===== src/rtl/vga_pkg.sv =====
// Shared widths, image geometry defaults, sync polarity and pixel types
// for the display-side pixel pipeline.
package vga_pkg;
   localparam int POS_W         = 10;
   localparam int GRAY_W        = 8;
   localparam int IMG_W_DEF     = 256;
   localparam int IMG_H_DEF     = 256;
   localparam int IMG0_BASE_DEF = 0;
   localparam int IMG1_BASE_DEF = 65536;

   localparam logic SYNC_ACTIVE = 1'b0;
   localparam logic SYNC_IDLE   = 1'b1;

   typedef logic [3*GRAY_W-1:0] rgb_t;

   typedef struct packed {
      logic in_img;
      logic h_sync;
      logic v_sync;
      logic blank_n;
   } video_ctl_t;

   localparam video_ctl_t CTL_IDLE = '{in_img: 1'b0, h_sync: SYNC_IDLE,
                                       v_sync: SYNC_IDLE, blank_n: 1'b0};

   function automatic rgb_t gray_to_rgb(input logic [GRAY_W-1:0] g);
      return {g, g, g};
   endfunction
endpackage


===== src/rtl/vga_pixel_pipe_if.sv =====
// Video timing inputs, memory read port and aligned video outputs of the pipe.
interface vga_pixel_pipe_if import vga_pkg::*; #(
   parameter int N = 32
);
   logic [POS_W-1:0]  posx;
   logic [POS_W-1:0]  posy;
   logic              h_sync_in;
   logic              v_sync_in;
   logic              blank_n_in;
   logic [GRAY_W-1:0] pixel;
   logic [N-1:0]      pixel_address;
   logic              h_sync;
   logic              v_sync;
   logic              blank_n;
   rgb_t              RGB;

   modport master (
      output posx, posy, h_sync_in, v_sync_in, blank_n_in, pixel,
      input  pixel_address, h_sync, v_sync, blank_n, RGB
   );

   modport slave (
      input  posx, posy, h_sync_in, v_sync_in, blank_n_in, pixel,
      output pixel_address, h_sync, v_sync, blank_n, RGB
   );
endinterface


===== src/rtl/vga_pixel_pipe_delay_line.sv =====
// Generic D-stage shift register with synchronous active-low reset to RST_VAL.
module delay_line #(
   parameter int           W       = 1,
   parameter int           D       = 1,
   parameter logic [W-1:0] RST_VAL = '0
) (
   input  logic         clk,
   input  logic         reset,
   input  logic [W-1:0] din,
   output logic [W-1:0] dout
);
   genvar gi;
   generate
      for (gi = 0; gi < D; gi++) begin : g_stage
         logic [W-1:0] stage_reg;
         logic [W-1:0] stage_next;
         if (gi == 0) begin : g_first
            assign stage_next = din;
         end else begin : g_rest
            assign stage_next = g_stage[gi-1].stage_reg;
         end
         always_ff @(posedge clk) begin
            if (!reset) stage_reg <= RST_VAL;
            else        stage_reg <= stage_next;
         end
      end
   endgenerate

   assign dout = g_stage[D-1].stage_reg;
endmodule


===== src/rtl/vga_pixel_pipe.sv =====
// Screen position -> pixel address, memory-latency alignment of video controls,
// gray RGB output, and frame-synchronous image switching from a raw button.
module vga_pixel_pipe import vga_pkg::*; #(
   parameter int                N         = 32,
   parameter int                MEM_LAT   = 1,
   parameter int                IMG_W     = IMG_W_DEF,
   parameter int                IMG_H     = IMG_H_DEF,
   parameter logic [N-1:0]      IMG0_BASE = N'(IMG0_BASE_DEF),
   parameter logic [N-1:0]      IMG1_BASE = N'(IMG1_BASE_DEF),
   parameter logic [GRAY_W-1:0] BORDER    = 8'h00
) (
   input  logic                 clk,
   input  logic                 reset,
   vga_pixel_pipe_if.slave      vif,
   input  logic                 chg_img,
   output logic                 img_sel,
   output logic [15:0]          frame_cnt
);
   localparam int LAT = MEM_LAT + 2;

   logic         in_img;
   logic [N-1:0] addr_next;
   logic [N-1:0] pixel_address_reg;
   video_ctl_t   ctl_in;
   video_ctl_t   ctl_d;

   rgb_t rgb_reg;
   logic h_sync_reg, v_sync_reg, blank_n_reg;

   logic        chg_meta_reg, chg_sync_reg, chg_prev_reg;
   logic        pending_reg, img_sel_reg, vs_prev_reg, armed_reg;
   logic [15:0] frame_cnt_reg;
   logic        press, frame_start;

   always_comb begin
      in_img    = (int'(vif.posx) < IMG_W) && (int'(vif.posy) < IMG_H) && vif.blank_n_in;
      addr_next = (img_sel_reg ? IMG1_BASE : IMG0_BASE)
                + N'(vif.posy) * N'(IMG_W) + N'(vif.posx);
      ctl_in    = '{in_img: in_img, h_sync: vif.h_sync_in,
                    v_sync: vif.v_sync_in, blank_n: vif.blank_n_in};
   end

   always_ff @(posedge clk) begin
      if (!reset)      pixel_address_reg <= IMG0_BASE;
      else if (in_img) pixel_address_reg <= addr_next;
   end

   // One stage fewer than LAT here: the output register supplies the last one.
   delay_line #(
      .W       ($bits(video_ctl_t)),
      .D       (LAT - 1),
      .RST_VAL (CTL_IDLE)
   ) u_ctl_dly (
      .clk   (clk),
      .reset (reset),
      .din   (ctl_in),
      .dout  (ctl_d)
   );

   always_ff @(posedge clk) begin
      if (!reset) begin
         rgb_reg     <= '0;
         h_sync_reg  <= SYNC_IDLE;
         v_sync_reg  <= SYNC_IDLE;
         blank_n_reg <= 1'b0;
      end else begin
         h_sync_reg  <= ctl_d.h_sync;
         v_sync_reg  <= ctl_d.v_sync;
         blank_n_reg <= ctl_d.blank_n;
         if (!ctl_d.blank_n)    rgb_reg <= '0;
         else if (ctl_d.in_img) rgb_reg <= gray_to_rgb(vif.pixel);
         else                   rgb_reg <= gray_to_rgb(BORDER);
      end
   end

   // armed_reg masks the first post-reset cycle so a low v_sync_in at release
   // is not mistaken for a frame start.
   assign press       = chg_sync_reg & ~chg_prev_reg;
   assign frame_start = armed_reg && (vs_prev_reg == SYNC_IDLE) && (vif.v_sync_in == SYNC_ACTIVE);

   always_ff @(posedge clk) begin
      if (!reset) begin
         chg_meta_reg  <= 1'b0;
         chg_sync_reg  <= 1'b0;
         chg_prev_reg  <= 1'b0;
         pending_reg   <= 1'b0;
         img_sel_reg   <= 1'b0;
         vs_prev_reg   <= SYNC_IDLE;
         armed_reg     <= 1'b0;
         frame_cnt_reg <= '0;
      end else begin
         chg_meta_reg <= chg_img;
         chg_sync_reg <= chg_meta_reg;
         chg_prev_reg <= chg_sync_reg;
         vs_prev_reg  <= vif.v_sync_in;
         armed_reg    <= 1'b1;
         if (frame_start) begin
            frame_cnt_reg <= frame_cnt_reg + 16'd1;
            if (pending_reg || press) img_sel_reg <= ~img_sel_reg;
            pending_reg <= 1'b0;
         end else if (press) begin
            pending_reg <= 1'b1;
         end
      end
   end

   assign vif.pixel_address = pixel_address_reg;
   assign vif.RGB           = rgb_reg;
   assign vif.h_sync        = h_sync_reg;
   assign vif.v_sync        = v_sync_reg;
   assign vif.blank_n       = blank_n_reg;
   assign img_sel           = img_sel_reg;
   assign frame_cnt         = frame_cnt_reg;
endmodule


===== src/flat_wrapper.sv =====
// flat-port wrapper written by rule: the top's interface ports become plain ports
module vga_pixel_pipe_flat import vga_pkg::*;
#(
   parameter int                N         = 32,
   parameter int                MEM_LAT   = 1,
   parameter int                IMG_W     = IMG_W_DEF,
   parameter int                IMG_H     = IMG_H_DEF,
   parameter logic [N-1:0]      IMG0_BASE = N'(IMG0_BASE_DEF),
   parameter logic [N-1:0]      IMG1_BASE = N'(IMG1_BASE_DEF),
   parameter logic [GRAY_W-1:0] BORDER    = 8'h00
)
  (clk, reset, chg_img, img_sel, frame_cnt, vif_posx, vif_posy, vif_h_sync_in, vif_v_sync_in, vif_blank_n_in, vif_pixel, vif_pixel_address, vif_h_sync, vif_v_sync, vif_blank_n, vif_RGB);
  vga_pixel_pipe_if #(.N(N)) vif_i ();
  input  logic clk;
  input  logic reset;
  input  logic chg_img;
  output logic img_sel;
  output logic [15:0] frame_cnt;
  input wire logic [$bits(vif_i.posx)-1:0] vif_posx;
  input wire logic [$bits(vif_i.posy)-1:0] vif_posy;
  input wire logic [$bits(vif_i.h_sync_in)-1:0] vif_h_sync_in;
  input wire logic [$bits(vif_i.v_sync_in)-1:0] vif_v_sync_in;
  input wire logic [$bits(vif_i.blank_n_in)-1:0] vif_blank_n_in;
  input wire logic [$bits(vif_i.pixel)-1:0] vif_pixel;
  output wire logic [$bits(vif_i.pixel_address)-1:0] vif_pixel_address;
  output wire logic [$bits(vif_i.h_sync)-1:0] vif_h_sync;
  output wire logic [$bits(vif_i.v_sync)-1:0] vif_v_sync;
  output wire logic [$bits(vif_i.blank_n)-1:0] vif_blank_n;
  output wire logic [$bits(vif_i.RGB)-1:0] vif_RGB;
  assign vif_i.posx = vif_posx;
  assign vif_i.posy = vif_posy;
  assign vif_i.h_sync_in = vif_h_sync_in;
  assign vif_i.v_sync_in = vif_v_sync_in;
  assign vif_i.blank_n_in = vif_blank_n_in;
  assign vif_i.pixel = vif_pixel;
  assign vif_pixel_address = vif_i.pixel_address;
  assign vif_h_sync = vif_i.h_sync;
  assign vif_v_sync = vif_i.v_sync;
  assign vif_blank_n = vif_i.blank_n;
  assign vif_RGB = vif_i.RGB;
  vga_pixel_pipe #(.N(N), .MEM_LAT(MEM_LAT), .IMG_W(IMG_W), .IMG_H(IMG_H), .IMG0_BASE(IMG0_BASE), .IMG1_BASE(IMG1_BASE), .BORDER(BORDER)) u_core (.clk(clk), .reset(reset), .vif(vif_i), .chg_img(chg_img), .img_sel(img_sel), .frame_cnt(frame_cnt));
endmodule

===== config.mk =====
export PLATFORM = sky130hd
export DESIGN_NAME = vga_pixel_pipe_flat
export DESIGN_NICKNAME = d
export VERILOG_FILES = /design/src/rtl/vga_pkg.sv /design/src/rtl/vga_pixel_pipe_if.sv /design/src/rtl/vga_pixel_pipe_delay_line.sv /design/src/rtl/vga_pixel_pipe.sv /design/src/flat_wrapper.sv
export SDC_FILE = /design/constraint.sdc
export NUM_CORES = 1
export LEC_CHECK = 0
export ABC_AREA = 1
export CORE_ASPECT_RATIO = 0.9
export CORE_MARGIN = 5
export CORE_UTILIZATION = 46
export DETAILED_ROUTE_END_ITERATION = 10
export GPL_TIMING_DRIVEN = 0
export HOLD_SLACK_MARGIN = 0.1
export PLACE_DENSITY = 0.84
export SYNTH_ARGS = -nofsm -noshare
export SYNTH_HDL_FRONTEND = slang
export SYNTH_SLANG_ARGS = --single-unit

===== constraint.sdc =====
create_clock -name clk -period 3.75 [get_ports clk]
set_input_delay 1.125 -clock clk [delete_from_list [all_inputs] [get_ports clk]]
set_output_delay 1.125 -clock clk [all_outputs]
set_load 0.05 [all_outputs]

-- Yosys cells after proc, flatten, opt, wreduce, memory -nomap -nowiden
Index checks and enable logic that the tools add are counted.
- latch bits: 0
- input port bits: 34
- memory bits (read-only): 0
- memories: 0
- memory bits (writable): 0
- flip-flop bits (word level): 90
- logic and storage cells: 35
- divide/modulo/power cells: 0
- reductions and logical operators: 8
- multipliers: 0
- equal/unequal tests: 0
- bitwise operators: 5
- multiplexer cells: 2
- $add $sub $neg: 3
- shift operators: 0
- order comparisons: 2
- operators with widths (kind ; count):
    $add A32 B10 Y32 ; 1
    $add A32 B18 Y32 ; 1
    $lt A10 B9 Y1 const B ; 2
    $mux W17 ; 1
    $add A16 B1 Y16 const B ; 1
    $logic_and A1 B1 Y1 ; 4
    $not A1 Y1 ; 4
    $reduce_and A3 Y1 ; 1
    $reduce_and A2 Y1 ; 1
    $reduce_or A2 Y1 ; 1
    $and A1 B1 Y1 ; 1
    $logic_or A1 B1 Y1 ; 1
    $mux W1 ; 1

-- Logic depth before layout (Yosys ltp)
- depth after elaboration: 4
- gate-level depth with buffers: 9
- depth with buffers taken out: 9

-- Modules after synthesis
Synthesis repeated with hierarchy kept, for this count alone.
- cells, all modules: 342
- area, all modules: 2697.6 µm²
- modules (own cells, without submodules) (module ; seq. area each (µm²) ; area an instance (µm²) ; cells each ; instances):
    vga_pixel_pipe ; 1061.0 ; 2472.4 ; 317 ; 1
    delay_line ; 160.2 ; 225.2 ; 25 ; 1

-- Least setup slack after synthesis
OpenSTA, ideal clock, no wires.
- path type: input to register
- start point: in vif_posy[0]
- end point: reg u_core.pixel_address_reg[14], in the netlist u_core.vif.pixel_address[14]
- slack: 1502 ps
- buffers on the path: 0
- data arrival time: 2139 ps
- stages on the path: 8
- path through: ha_1 > fa_1 > nand3_1 > nor2_1 > nor2_1 > o21ai_0 > nand2_1 > inv_1
- cells in the longest elaborated chain, start to end: 3
- ends and longest elaborated chain (what ; RTL line ; source):
    from (decl) ; flat_wrapper.sv:20 ; input wire logic [$bits(vif_i.posy)-1:0] vif_posy;
    branches (longest 3 deep; another with $add A32 B18 Y32) ; n/a ;
    to (signal assigned) ; vga_pixel_pipe.sv:45 ; else if (in_img) pixel_address_reg <= addr_next;
    to (decl) ; vga_pixel_pipe.sv:23 ; logic [N-1:0] pixel_address_reg;
Several ways; the timed one is not identified.
A chain may end at the register's enable or synchronous reset.

-- Worst setup path after layout
- start point: reg u_core.frame_cnt_reg[6], in the netlist u_core.frame_cnt[6]
- end point: out frame_cnt[6]
- RTL lines (what ; RTL line ; source):
    from (decl) ; vga_pixel_pipe.sv:32 ; logic [15:0] frame_cnt_reg;
    from (signal assigned) ; vga_pixel_pipe.sv:98 ; frame_cnt_reg <= frame_cnt_reg + 16'd1;
    to (decl) ; flat_wrapper.sv:18 ; output logic [15:0] frame_cnt;
No word-level cell between the ends.

==> out/results.txt <==
Status: finished, final reports clean
Combinational share of power: 12.7%
GRT Util Overall: 17.7%
Worst Path Arrival: 1.61 ns
Cell area after layout: 3900 um^2
Critical R2R Capture: u_core.frame_cnt[8]
Synth Instances: 337
Max reg flops: 19
Fin crit share: 72.8%
I/O Buffers: 96
Critical path fanouts, max: 7
Clock power frac: 37.1%
Hold Path Cell Cnt: 2
Levels on crit path: 1
Fillers: 451
CTS H-tree lvls: 3
Final Critical Period: 2.73 ns
Synth Warn #: 0
Max VDD drop: 0.226 mV
CTS root buf: clkbuf_8
Switching power total: 0.000331 W
Hpwl dp: 4.98 mm
Vias: 2,435
Initial antenna violation count: 0
Residual DRC: 0
Slew HR: 64.8%
Vias in the first global route: 2,322
Crit path cell chain: clkdlybuf4s50_1
Crit start category: flip-flop
Drt pass-1 iters: 4
Post-placement cell area: 3730 um^2
Delay-heaviest family, CP: buffers and inverters
Max Clock Skew: 0.00675 ns
Routability cong.: 0.803
Layout cells sized above 1: 14.1%
Cts bufs inserted: 9
Unique masters post-synth: 33
Buf+Inv Stages, Crit Path: 1
Reg2reg path depth: 6
CTS tree: done
First-pass GRT wire length: 10.5 mm
Hold crit path type: flip-flop to flip-flop
Clock transition at path regs: 0.06 ns
Clock Path Buffers: 2
Worst R2R Start: u_core.frame_cnt[0]
Total grt overflow: 0
Final WL: 6.37 mm
Die Span X: 89.9 um
Routed len/inst: 12.0 um
Starting Density: 46.9%
Maxcap violations: 0
Post-CTS sizing: 0
Fin cells: 531
CP max stage cell: clkdlybuf4s50_1
CP Capture Type: output port
Register area share after synthesis: 45.5%
Post-CTS setup buffer count: 0
Row count: 26
Syn_area_per_cell: 7.84 um^2
Hold worst-path end: u_core.u_ctl_dly.dout[0]
Critical Path RT: 2.62 ns
Sum Neg Setup Slack: 0 ns
Hold Vio Cnt, Final: 0
Die Area: 7360 um^2
Placeable Area: 5630 um^2
Slew @ Worst Pin: 0.527 ns
DP Cell Count: 515
Via density: 4.59
Flop2flop setup slack: 2.21 ns
Hold_ws: 0.415 ns
Cell-internal power: 0.000975 W
Final-stage net count: 495
Diodes inserted: 0
Sequential share of power: 50.2%
Final Slew Violations: 0
Static leakage: 1.72 nW
# setup viols final: 0
Crit path kind: flip-flop to output port
Iteration-0 DRC Markers: 116
Hold Startpoint: u_core.u_ctl_dly.g_stage[0].stage_reg[0]
Clock Latency Late Sink: 0.32 ns
RSZ-0062 raised after global routing: false
Fmax: 366 MHz
Area growth, synth to finish: 47.6%
Synthesized area: 2640 um^2
Switching Share: 25.3%
Antenna viol nets, final: 0
Die Y: 81.9 um
Largest net degree at the start of global routing: 11
Synthesis-stage register bit count: 60
Total clock sinks: 60
Crit-path max cell delay: 0.85 ns
Top Ports: 110
Cell Pwr Density: 335 nW/um^2
CTS Hold Bufs: 0
power groups by stage:
stage	combinational, W	sequential (W)	clock, W
CTS	0.000167	0.000656	0.000495
floorplan	0.0000815	0.000689	0
global placement	0.000162	0.000669	0
global route	0.000179	0.000656	0.000526
detailed placement	0.000166	0.000670	0
finish	0.000166	0.000656	0.000484
worst max path at each step:
stage,start,endpoint
CTS,u_core.vif.RGB[20],vif_RGB[12]
detailed placement,vif_posx[8],u_core.vif.pixel_address[16]
finish,u_core.frame_cnt[6],frame_cnt[6]
global placement,vif_posx[8],u_core.vif.pixel_address[16]
global route,u_core.frame_cnt[6],frame_cnt[6]
floorplan,vif_posy[0],u_core.vif.pixel_address[14]
final cells by class:
| cell class | instances | area [um^2] | area share, % |
|---|---|---|---|
| buffer | 37 | 262 | 6.71 |
| tap | 70 | 87.6 | 2.25 |
| multi-input combinational | 206 | 1050 | 26.9 |
| inverter | 46 | 174 | 4.46 |
| sequential | 60 | 1200 | 30.8 |
| clock inverter | 2 | 10.0 | 0.257 |
| timing repair buffer | 96 | 961 | 24.7 |
| clock buffer | 14 | 153 | 3.92 |
layout by cell type (no fill, tap or decap), drive strengths merged, types with 5 or more instances in the layout:
| cell | instances |
|---|---|
| clkdlybuf4s50 | 96 |
| nand2 | 67 |
| dfxtp | 60 |
| inv | 45 |
| nor2 | 40 |
| buf | 34 |
| a21oi | 24 |
| nand3 | 21 |
| clkbuf | 17 |
| o21ai | 14 |
| conb | 13 |
| or2 | 5 |
logic make-up (layout without fill, tap and decap cells):
group | count (synthesis) | after routing | share of synthesized area [%]
compound gates | 43 | 43 | 8.62
fa+ha+maj | 5 | 5 | 2.65
other cells | 1 | 13 | 0.142
simple gates | 141 | 141 | 25.3
flops | 60 | 60 | 45.5
xor+xnor | 4 | 4 | 1.33
buf+inv | 83 | 195 | 16.5
synthesized netlist by cell type, drive strengths merged:
master,n,area (um^2)
nand2,67,256
dfxtp,60,1200
o21a,4,30.0
nand3,21,133
clkbuf,3,11.3
nor3,3,25.0
ha,4,50.1
xor2,2,17.5
a21oi,24,120
nand4,4,31.3
clkinv,1,5.00
conb,1,3.75
nor3b,1,12.5
fa,1,20.0
o21ai,14,70.1
o21bai,1,7.51
xnor2,2,17.5
nor2,40,179
buf,34,250
inv,45,169
or2,5,31.3
metrics by stage:
step | worst slack (ns) | util, % | total power (W)
after floorplan | 1.50 | - | 0.000771
after global placement | 0.961 | 66.4 | 0.000831
after detailed placement | 0.844 | 66.4 | 0.000835
after CTS | 1.01 | 69.3 | 0.00132
after global routing | 0.958 | 69.3 | 0.00136
final | 1.02 | 69.3 | 0.00131
per-layer routing:
layer | GRT usage [%] | wire (um) | part of all wire [%] | vias up
li1 | - | - | - | 1247
met1 | 20.5 | 2740 | 43 | 1079
met2 | 30.8 | 3080 | 48 | 99
met3 | 4.85 | 449 | 7.0 | 10
met4 | 8.48 | 106 | 1.7 | 0
met5 | 0 | 0 | 0 | -
No activity file was read; power rests on OpenSTA's default activity.
==> patch, RTL diff (same flow settings) <==
The package constant `POS_W` goes from 10 to 8.
--- a/src/rtl/vga_pkg.sv
+++ b/src/rtl/vga_pkg.sv
@@ -1,7 +1,7 @@
 // Shared widths, image geometry defaults, sync polarity and pixel types
 // for the display-side pixel pipeline.
 package vga_pkg;
-   localparam int POS_W         = 10;
+   localparam int POS_W         = 8;
    localparam int GRAY_W        = 8;
    localparam int IMG_W_DEF     = 256;
    localparam int IMG_H_DEF     = 256;
Interface: changed (resized vif_posx and vif_posy); port bits go from 110 to 106. The function was not compared with the original's and may differ.
==> patch against the original RTL <==
  * Combinational power up 41%
  * Critical path type unchanged
  * Routed wire length down 16%
  * Critical path depth unchanged
  * Final area down 11%
  * Sequential cell count down 4
  * First-iteration DRC count down 20%
  * Total power down 8.4%
  * Highest routed layer unchanged
  * Clock power down 31%
  * Cell count down 9.4%
  * Count of clock-buffer cells in the layout down 7
  * Synthesized area down 12%
  * Setup slack better by 12 ps
==> patch: results (changes against the original RTL) <==
CTS H-Tree Depth: 2 (was 3)
Via density: 4.38 (was 4.59)
Vias in the first global route: 2003 (was 2322)
Origin of the critical flop-to-flop path: u_core.frame_cnt[0] (unchanged)
# diodes: 0 (unchanged)
DRT met1 WL: 2110 microns (was 2740 microns)
DRT iter0 DRCs: 93 (was 116)
Worst-path clk slew: 100 ps (was 60 ps)
DP Cell Count: 473 (was 515)
Largest net degree at the start of global routing: 17 (was 11)
Hold path startpoint: u_core.u_ctl_dly.dout[2] (was u_core.u_ctl_dly.g_stage[0].stage_reg[0])
Clk_skew: 8.38 ps (was 6.75 ps)
Hold depth: 1 (was 2)
Slowest cell on crit path: clkdlybuf4s50_1 (unchanged)
WP data arrival: 1590 ps (was 1610 ps)
Largest register FFs: 17 (was 19)
Num CTS Buffers: 5 (was 9)
Slowest cell delay on critical path: 850 ps (about the same)
Postcts setup bufs: 0 (unchanged)
Final Hold Slack: 418 ps (was 415 ps)
CP max FO: 5 (was 7)
Critical R2R Capture: u_core.frame_cnt[12] (was u_core.frame_cnt[8])
Gr usage total: 15.6% (was 17.7%)
R2R setup slack: 2330 ps (was 2210 ps)
Status: finished, final reports clean (unchanged)
Area contributors post-synth: dfxtp_1 48%, nor2_1 11%, buf_4 10%, nand2_1 6.9%, inv_1 5.3% (was dfxtp_1 45%, nand2_1 9.2%, buf_4 8.5%, inv_1 6.4%, nor2_1 5.1%)
P_leak: 1.53 nW (was 1.72 nW)
Hpwl dp: 4280 microns (was 4980 microns)
Post-Route WL: 5380 microns (was 6370 microns)
WHS Endpoint: u_core.vif.h_sync (was u_core.u_ctl_dly.dout[0])
Seq/Total Area, Yosys: 48.0% (was 45.5%)
Post-synth cell types: 28 (was 33)
Drt pass-1 iters: 4 (unchanged)
Met2 wire len: 2600 microns (was 3080 microns)
RD Place Congestion: 0.879 (was 0.803)
Commonest cells post-synth: 67 x nor2_1, 56 x dfxtp_1, 43 x nand2_1 (was 65 x nand2_1, 60 x dfxtp_1, 45 x inv_1)
VDD IR-drop max: 321 uV (was 226 uV)
EDFF count, synth: 0 (unchanged)
Synth Instances: 305 (was 337)
Via count: 2108 (was 2435)
First-pass GRT wire length: 8520 microns (was 10500 microns)
Share of layout cells above drive strength 1: 14.4% (was 14.1%)
Nets: 446 (was 495)
Share of synthesized flip-flops with an asynchronous set or reset: 0% (unchanged)
PortBufs: 89 (was 96)
Clock latency on the worst-skew pair: 290 ps (was 320 ps)
Met3 WL: 632 microns (was 449 microns)
R2R depth: 7 (was 6)
Measured slew at the worst slew-check pin: 524 ps (was 527 ps)
==> patch: through the flow <==
stage	util [%]	setup WS (ps)	area, sq um
global route	70.6	977	3450
detailed placement	68.7	1160	3360
CTS	70.6	1030	3450
floorplan	-	1710	2390
global placement	68.7	1180	3360
finish	70.6	1030	3450
==> patch: cell type report <==
type	instances	area (sq um)
tap	65	81.3
fill	417	1440
clock buffer	7	86.3
multi-input combinational	189	866
clock inverter	1	7.51
timing repair buffer	89	891
inverter	34	128
buffer	40	274
sequential	56	1120
==> patch: logic make-up after synthesis <==
kind of cell	share of synthesized area (%)
xor gates and xnor gates	0.750
adders and majority gates	0.536
AOI/OAI and AO/OA	6.86
buffers and inverters	17.2
other	0.161
DFF	48.0
and+or+nand+nor	26.5
==> patch: worst max path at each step <==
stage,startpoint,end,cells past startpoint
after global routing,u_core.frame_cnt[7],frame_cnt[7],1
after CTS,u_core.frame_cnt[7],frame_cnt[7],1
final,u_core.frame_cnt[7],frame_cnt[7],1
after floorplan,u_core.vif.RGB[18],vif_RGB[10],1
after global placement,reset,u_core.vif.v_sync,5
after detailed placement,reset,u_core.u_ctl_dly.dout[1],5
==> patch: where the power goes <==
| part | leakage, nW | switching [W] | internal (W) |
|---|---|---|---|
| logic | 1.03 | 0.000148 | 0.0000863 |
| registers | 0.459 | 0.0000112 | 0.000616 |
| clock network | 0.0445 | 0.000184 | 0.000151 |
| total | 1.53 | 0.000343 | 0.000853 |
==> patch: metal layers <==
metal / vias up / global-route usage (%)
met3: 4 / 8.16
li1: 1102 / -
met4: 0 / 2.85
met2: 74 / 28.2
met5: - / 0
met1: 928 / 16.2
